==> config.mk <==
export PLATFORM = sky130hd
export DESIGN_NAME = mem_port_arbiter
export DESIGN_NICKNAME = d
export VERILOG_FILES = /design/src/rtl/mem_port_arbiter_pkg.sv /design/src/rtl/mem_port_arbiter.sv
export SDC_FILE = /design/constraint.sdc
export NUM_CORES = 1
export LEC_CHECK = 0
export BUFFER_PORTS_ARGS = -buffer_cell sky130_fd_sc_hd__buf_2
export CELL_PAD_IN_SITES_DETAIL_PLACEMENT = 1
export CELL_PAD_IN_SITES_GLOBAL_PLACEMENT = 1
export CORE_MARGIN = 5
export CORE_UTILIZATION = 32
export DETAILED_ROUTE_END_ITERATION = 12
export PLACE_DENSITY_LB_ADDON = 0.3
export SYNTH_ARGS = -nofsm -noshare
export SYNTH_HDL_FRONTEND = slang
export SYNTH_SLANG_ARGS = --single-unit
==> constraint.sdc <==
create_clock -name clk -period 3.56 [get_ports clk]
set_input_delay 0.178 -clock clk [delete_from_list [all_inputs] [get_ports clk]]
set_output_delay 0.178 -clock clk [all_outputs]
set_load 0.01 [all_outputs]
==> src/rtl/mem_port_arbiter_pkg.sv <==
// mem_port_arbiter_pkg: arbiter state encoding, memory length codes and helpers.
// Revision 1.0
`default_nettype none

package mem_port_arbiter_pkg;

  typedef enum logic [1:0] {
    ST_IDLE      = 2'd0,
    ST_GRANT_IF  = 2'd1,
    ST_GRANT_MEM = 2'd2,
    ST_DRAIN     = 2'd3
  } arb_state_e;

  localparam logic [1:0] LEN_B = 2'd0;
  localparam logic [1:0] LEN_H = 2'd1;
  localparam logic [1:0] LEN_W = 2'd3;

  localparam int STARVE_W = 3;

  function automatic logic [STARVE_W-1:0] sat_inc(input logic [STARVE_W-1:0] v,
                                                  input logic [STARVE_W-1:0] lim);
    return (v >= lim) ? lim : v + 1'b1;
  endfunction

endpackage

`default_nettype wire

==> src/rtl/mem_port_arbiter.sv <==
// mem_port_arbiter: shares one memory port between IF fetches and MEM loads/stores.
// Revision 1.0
`default_nettype none

module mem_port_arbiter
  import mem_port_arbiter_pkg::*;
#(
  parameter int ADDR_L     = 32,
  parameter int DATA_L     = 32,
  parameter int STARVE_LIM = 4
) (
  input  logic              clk,
  input  logic              rst,
  input  logic              if_re,
  input  logic [ADDR_L-1:0] if_addr,
  input  logic              if_flush,
  output logic              if_ack,
  output logic [DATA_L-1:0] if_rdata,
  input  logic              mem_re,
  input  logic              mem_we,
  input  logic [ADDR_L-1:0] mem_addr,
  input  logic [1:0]        mem_len,
  input  logic [DATA_L-1:0] mem_wdata,
  output logic              mem_ack,
  output logic [DATA_L-1:0] mem_rdata,
  output logic              m_re,
  output logic              m_we,
  output logic [ADDR_L-1:0] m_addr,
  output logic [1:0]        m_len,
  output logic [DATA_L-1:0] m_wdata,
  input  logic              m_ack,
  input  logic [DATA_L-1:0] m_rdata
);

  localparam logic [STARVE_W-1:0] LIM = STARVE_W'(STARVE_LIM);

  arb_state_e          state_q;
  logic [STARVE_W-1:0] starve_q;
  logic                if_ack_q;
  logic [DATA_L-1:0]   if_rdata_q;
  logic                mem_ack_q;
  logic [DATA_L-1:0]   mem_rdata_q;
  logic                m_re_q;
  logic                m_we_q;
  logic [ADDR_L-1:0]   m_addr_q;
  logic [1:0]          m_len_q;
  logic [DATA_L-1:0]   m_wdata_q;

  // A requester still high in its own ack cycle must not be granted again.
  logic if_cand;
  logic mem_cand;
  logic if_wins;

  assign if_cand  = if_re && !if_flush && !if_ack_q;
  assign mem_cand = (mem_re || mem_we) && !mem_ack_q;
  assign if_wins  = if_cand && (starve_q == LIM);

  always_ff @(posedge clk or posedge rst) begin
    if (rst) begin
      state_q     <= ST_IDLE;
      starve_q    <= '0;
      if_ack_q    <= 1'b0;
      if_rdata_q  <= '0;
      mem_ack_q   <= 1'b0;
      mem_rdata_q <= '0;
      m_re_q      <= 1'b0;
      m_we_q      <= 1'b0;
      m_addr_q    <= '0;
      m_len_q     <= '0;
      m_wdata_q   <= '0;
    end else begin
      if_ack_q  <= 1'b0;
      mem_ack_q <= 1'b0;
      case (state_q)
        ST_IDLE: begin
          if (!if_re) starve_q <= '0;
          if (mem_cand && !if_wins) begin
            state_q   <= ST_GRANT_MEM;
            m_we_q    <= mem_we;
            m_re_q    <= !mem_we;
            m_addr_q  <= mem_addr;
            m_len_q   <= mem_len;
            m_wdata_q <= mem_wdata;
            if (if_re) starve_q <= sat_inc(starve_q, LIM);
          end else if (if_cand) begin
            state_q   <= ST_GRANT_IF;
            m_re_q    <= 1'b1;
            m_we_q    <= 1'b0;
            m_addr_q  <= if_addr;
            m_len_q   <= LEN_W;
            m_wdata_q <= '0;
            starve_q  <= '0;
          end
        end
        ST_GRANT_IF: begin
          if (m_ack) begin
            m_re_q  <= 1'b0;
            state_q <= ST_IDLE;
            // A flush coinciding with completion discards the fetched word.
            if (!if_flush) begin
              if_rdata_q <= m_rdata;
              if_ack_q   <= 1'b1;
            end
          end else if (if_flush) begin
            state_q <= ST_DRAIN;
          end
        end
        ST_GRANT_MEM: begin
          if (m_ack) begin
            m_re_q    <= 1'b0;
            m_we_q    <= 1'b0;
            mem_ack_q <= 1'b1;
            state_q   <= ST_IDLE;
            if (m_re_q) mem_rdata_q <= m_rdata;
          end
        end
        ST_DRAIN: begin
          if (m_ack) begin
            m_re_q  <= 1'b0;
            state_q <= ST_IDLE;
          end
        end
        default: state_q <= ST_IDLE;
      endcase
    end
  end

  assign if_ack    = if_ack_q;
  assign if_rdata  = if_rdata_q;
  assign mem_ack   = mem_ack_q;
  assign mem_rdata = mem_rdata_q;
  assign m_re      = m_re_q;
  assign m_we      = m_we_q;
  assign m_addr    = m_addr_q;
  assign m_len     = m_len_q;
  assign m_wdata   = m_wdata_q;

`ifndef SYNTHESIS
  always @(posedge clk) begin
    if (!rst && mem_re && mem_we)
      $warning("mem_port_arbiter: mem_re and mem_we both high, treated as a write");
  end
`endif

endmodule

`default_nettype wire

== Yosys cells after proc, flatten, opt, wreduce, memory -nomap -nowiden ==
Index checks and enable logic that the tools add are counted.

* Multiply operators: 0
* Divide/modulo/power cells: 0
* Eq/ne operators: 9
* Multiplexer cells: 29
* Shift-type cells: 0
* Reduce and logical (&&, ||, !) cells: 22
* Magnitude comparators: 1
* Add/sub/neg operators: 1
* Bitwise logic cells: 1

{| class="wikitable"
|+ Operator list
! kind !! count
|-
| $mux 32 || 4
|-
| $mux 3 || 5
|-
| $mux 2 || 7
|-
| $reduce_and 3->1 || 4
|-
| $mux 1 || 10
|-
| $ne 3x3->1 const B || 2
|-
| $pmux 2 s3 || 1
|-
| $logic_and 1x1->1 || 5
|-
| $logic_not 1->1 || 5
|-
| $eq 2x2->1 const B || 2
|-
| $ne 2x1->1 const B || 2
|-
| $pmux 1 s2 || 2
|-
| $reduce_and 2->1 || 2
|-
| $reduce_bool 2->1 || 2
|-
| $add 3x1->3 const B || 1
|-
| $eq 3x3->1 const B || 1
|-
| $ge 3x3->1 const B || 1
|-
| $reduce_or 3->1 || 1
|-
| $eq 2x1->1 const B || 1
|-
| $logic_not 2->1 || 1
|-
| $ne 2x2->1 const B || 1
|-
| $reduce_or 2->1 || 1
|-
| $logic_or 1x1->1 || 1
|-
| $not 1->1 || 1
|}

* Memory bits (read-only): 0
* Memory bits (writable): 0
* Latch bits: 0
* Bits in registers: 139
* Memories: 0
* Bits of input ports: 137

== Longest topological paths before layout ==
* Depth in word-level cells: 8
* Mapped depth: 8
* Mapped depth without buffers: 5

== Least setup slack after synthesis ==
Ideal clock, no wire load.

* Kind: register -> register
* Start point: reg starve_q[0]
* End point: reg m_addr_q[10], in the netlist m_addr[10]
* Buffers on the path: 3
* Path slack: 1791 ps
* Required time: 3434 ps
* Stages on the path, launching flop included: 9
* Arrival time: 1643 ps
* Cell sequence: dfrtp_1 > inv_1 > ha_1 > and2_1 > clkbuf_1 > a211oi_2 > buf_2 > buf_2 > a221o_1

* Cells in the longest elaborated chain, start to end: 6
* Elaborated cells on any way between the ends: 7
* Classes of those cells: eq/ne: 1; mux: 1; reduce/logical: 5

{| class="wikitable"
|+ Ends and longest elaborated chain
! what !! RTL line !! RTL
|-
| start: declaration || mem_port_arbiter.sv:38 || <nowiki>logic [STARVE_W-1:0] starve_q;</nowiki>
|-
| start signal: assignment || mem_port_arbiter.sv:84 || <nowiki>if (if_re) starve_q <= sat_inc(starve_q, LIM);</nowiki>
|-
| $eq 3x3->1 * || mem_port_arbiter.sv:56 || <nowiki>assign if_wins = if_cand && (starve_q == LIM);</nowiki>
|-
| $logic_and 1x1->1 * || mem_port_arbiter.sv:56 ||
|-
| $logic_not 1->1 * || mem_port_arbiter.sv:77 || <nowiki>if (mem_cand && !if_wins) begin</nowiki>
|-
| $logic_and 1x1->1 * || mem_port_arbiter.sv:77 ||
|-
| $reduce_bool 2->1 (no source line) || -- ||
|-
| $reduce_and 2->1 (no source line) || -- ||
|-
| end signal: assignment || mem_port_arbiter.sv:81 || <nowiki>m_addr_q <= mem_addr;</nowiki>
|-
| end signal: assignment || mem_port_arbiter.sv:89 || <nowiki>m_addr_q <= if_addr;</nowiki>
|-
| end: declaration || mem_port_arbiter.sv:45 || <nowiki>logic [ADDR_L-1:0] m_addr_q;</nowiki>
|}

Mark *: on every way between the ends. The rest lies on a longest branch, timed or not.
A chain may end at the register's enable or synchronous reset.

== Worst setup path in the final report ==
* Start point: reg state_q[1]
* End point: reg m_addr_q[10], in the netlist m_addr[10]

* Cells in the longest elaborated chain, start to end: 2

{| class="wikitable"
|+ Ends and longest elaborated chain
! what !! RTL line !! RTL
|-
| start: declaration || mem_port_arbiter.sv:37 || <nowiki>arb_state_e state_q;</nowiki>
|-
| start signal: assignment || mem_port_arbiter.sv:60 || <nowiki>state_q <= ST_IDLE;</nowiki>
|-
| start signal: assignment || mem_port_arbiter.sv:78 || <nowiki>state_q <= ST_GRANT_MEM;</nowiki>
|-
| start signal: assignment || mem_port_arbiter.sv:86 || <nowiki>state_q <= ST_GRANT_IF;</nowiki>
|-
| $logic_not 2->1 || mem_port_arbiter.sv:74 || <nowiki>case (state_q)</nowiki>
|-
| $reduce_and 2->1 (no source line) || -- ||
|}

Every way passes these cells.

==> results.json <==
{
  "dp_slack_ns": 1.53,
  "crit_end": "m_addr[10]$_DFFE_PP0P_",
  "worstSkewPairLatency_ns": 0.40,
  "initial_core_util_pct": 32.5,
  "setup-violations-final": 0,
  "synth.top_cell.area_share_pct": 62.2,
  "grt_max_degree": 68,
  "antenna_found_initial": 1,
  "maxSlewViolCount": 0,
  "drtPass1Iterations": 4,
  "synth_top_flop_cell": "dfrtp_1",
  "holdBufCountCts": 75,
  "cts.clk_slew.worst_paths_ns": 0.06,
  "vias": 4877,
  "pin_count": 271,
  "grt_pass1_vias": 5465,
  "syn-cell-area_sq_mm": 0.00560,
  "die_x_microns": 142,
  "leakage_nw": 4.35,
  "coreArea_sq_mm": 0.0172,
  "drcViolationCount": 0,
  "worst_slack_ns": 1.50,
  "synth_area_leaders": "dfrtp_1, mux2_2, o2111a_1",
  "worst_pin_slew_ns": 0.933,
  "path_cells": "nor2_2 > buf_4 > o21ai_4 > buf_12 > a221o_1",
  "htreeDepth": 4,
  "cp.required_ns": 3.85,
  "timing.slew.headroom_pct": 37.6,
  "critPathMaxFanout": 36,
  "port_buffers": 270,
  "dpl_cell_area_sq_mm": 0.00723,
  "ant_nets": 0,
  "fin_skew_ns": 0.00465,
  "final_nets": 856,
  "die_y_microns": 142,
  "dieArea_sq_mm": 0.0202,
  "fin_crit_sh_pct": 57.8,
  "powerDensity_mw_per_mm2": 880,
  "initialDrtViolationCount": 140,
  "synth.distinct_cells": 33,
  "worstRegToRegCells": 5,
  "synth_area_per_cell_sq_um": 15.0,
  "routed_via_density": 5.09,
  "worstReg2RegStart": "state_q[1]$_DFFE_PP0P_",
  "rrSetupSlack_ns": 1.50,
  "wl_mm": 19.2,
  "ys_warn_count": 0,
  "critPathArrivalTime_ns": 2.34,
  "grt_pass1_wl_mm": 30.1,
  "synth_most_common_cell": "dfrtp_1",
  "synthesis.nets": 513,
  "worst-path-stages": 5,
  "period_needed_ns": 2.06,
  "stdcell_area_sq_mm": 0.00866,
  "ctsResizeCount": 0,
  "ys_ff_latch": 139,
  "critPathLaunchType": "register",
  "async_flop_share_pct": 100,
  "cpPeakStageDelay_ns": 0.46,
  "setup-tns-final_ns": 0,
  "cp-startpoint": "state_q[1]$_DFFE_PP0P_",
  "cts-root-buf": "clkbuf_16",
  "slowest_stage": "dfrtp_1",
  "hold_viol_final": 0,
  "gpl.final_weighted_congestion": 0.851,
  "timing.fmax_mhz": 486,
  "rsz0062_at_grt": "false",
  "hold_class": "primary input to register",
  "criticalPathCategory": "register to register",
  "cp_top_family": "compound AO/OA/AOI/OAI gates",
  "post_cts_buffers": 0,
  "clock_sinks": 139,
  "syn_inst": 374,
  "drive_gt1_share_pct": 52.9,
  "synth_edf_count": 0,
  "endpoint_kind": "register",
  "vdd_drop_max_mv": 0.411,
  "r2r_end": "m_addr[10]$_DFFE_PP0P_",
  "cts_made_buffers": 17,
  "maxCapViolCount": 0,
  "synth_sequential_area_ratio_pct": 62.2,
  "status": "completed",
  "syn2layout_area_growth_pct": 54.7,
  "clock_path_buffers": 2,
  "place_hpwl_mm": 13.5,
  "post_drt_wl_per_cell_microns": 20.0,
  "grt-ovfl-total": 0,
  "netlist_top_cells_count": "dfrtp_1, mux2_2, a22o_1",
  "cts_tree": "done",
  "cp_num_buf_inv": 2,
  "row_count": 48,
  "grtUsageTotal_pct": 18.8,
  "synth_top_area_cell": "dfrtp_1"
}
## through the flow
stage	cells	utilization, %	hold slack, ns	power (mW)
6_report	959	50.2	0.0231	7.62
5_1_grt	956	50.2	0.00447	8.11
4_1_cts	953	50.1	0.000345	7.72
3_5_place_dp	846	41.9	0.288	5.66
3_3_place_gp	846	41.9	0.273	5.51
2_1_floorplan	374	-	0.274	4.35
## metal layers
metal,GRT usage [%],up-vias,share of wire (%)
li1,-,2167,-
met1,22.3,2469,38
met2,32.0,219,50
met3,6.32,22,10
met4,6.57,0,1.9
met5,0,-,0
## layout by cell type (no fill, tap or decap), types with 6 or more instances in the layout
cell             n
buf_2          270
dfrtp_1        139
dlygate4sd3_1   77
mux2_2          64
a22o_1          33
o2111a_1        32
a221o_1         32
clkbuf_16       17
buf_4            9
o21ai_0          6
## registers in the layout, indices dropped and copies added, names as in the netlist
name and cells:
m_addr 32, mem_rdata 32, m_wdata 32, if_ack 1, m_len 2, if_rdata 32
starve_q 3, m_we 1, m_re 1, mem_ack 1, state_q 2
## worst min-delay path by stage
stage / endpoint / cells after the start / start
finish: m_wdata[14]$_DFFE_PP0P_ / 2 / mem_wdata[14]
CTS: m_wdata[14]$_DFFE_PP0P_ / 2 / mem_wdata[14]
global route: m_addr[0]$_DFFE_PP0P_ / 2 / mem_addr[0]
detailed placement: if_rdata[12]$_DFFE_PP0P_ / 2 / rst
floorplan: state_q[0]$_DFFE_PP0P_ / 1 / m_ack
global placement: if_rdata[12]$_DFFE_PP0P_ / 2 / rst
## logic make-up after synthesis
family	after synthesis	share of synthesized area, %
buffers and inverters	38	2.84
AOI/OAI and AO/OA	117	19.8
adders and majority gates	2	0.447
DFF	139	62.2
muxes	64	12.9
and+or+nand+nor	14	1.86
## final cells by class
cell class | count | area [sq um]
Sequential cell | 139 | 3480
Tap cell | 225 | 282
Timing Repair Buffer | 358 | 2230
Clock inverter | 13 | 214
Clock buffer | 19 | 433
Inverter | 4 | 18.8
Multi-Input combinational cell | 197 | 1990
Antenna cell | 4 | 10.0
Fill cell | 1826 | 8580
## power by group
part           internal [mW]  switching, mW  total [mW]
Combinational           1.40           1.51        2.91
Clock                   1.25          0.698        1.95
Sequential              2.34          0.426        2.76
Total                   4.99           2.63        7.62
## worst reg2reg max path, cell delays in order (launching register included)
cell     delay, ns
dfrtp_1       0.46
nor2_2        0.11
buf_4         0.36
o21ai_4       0.34
buf_12        0.29
a221o_1       0.38
Power figures use the tool's default switching activity.
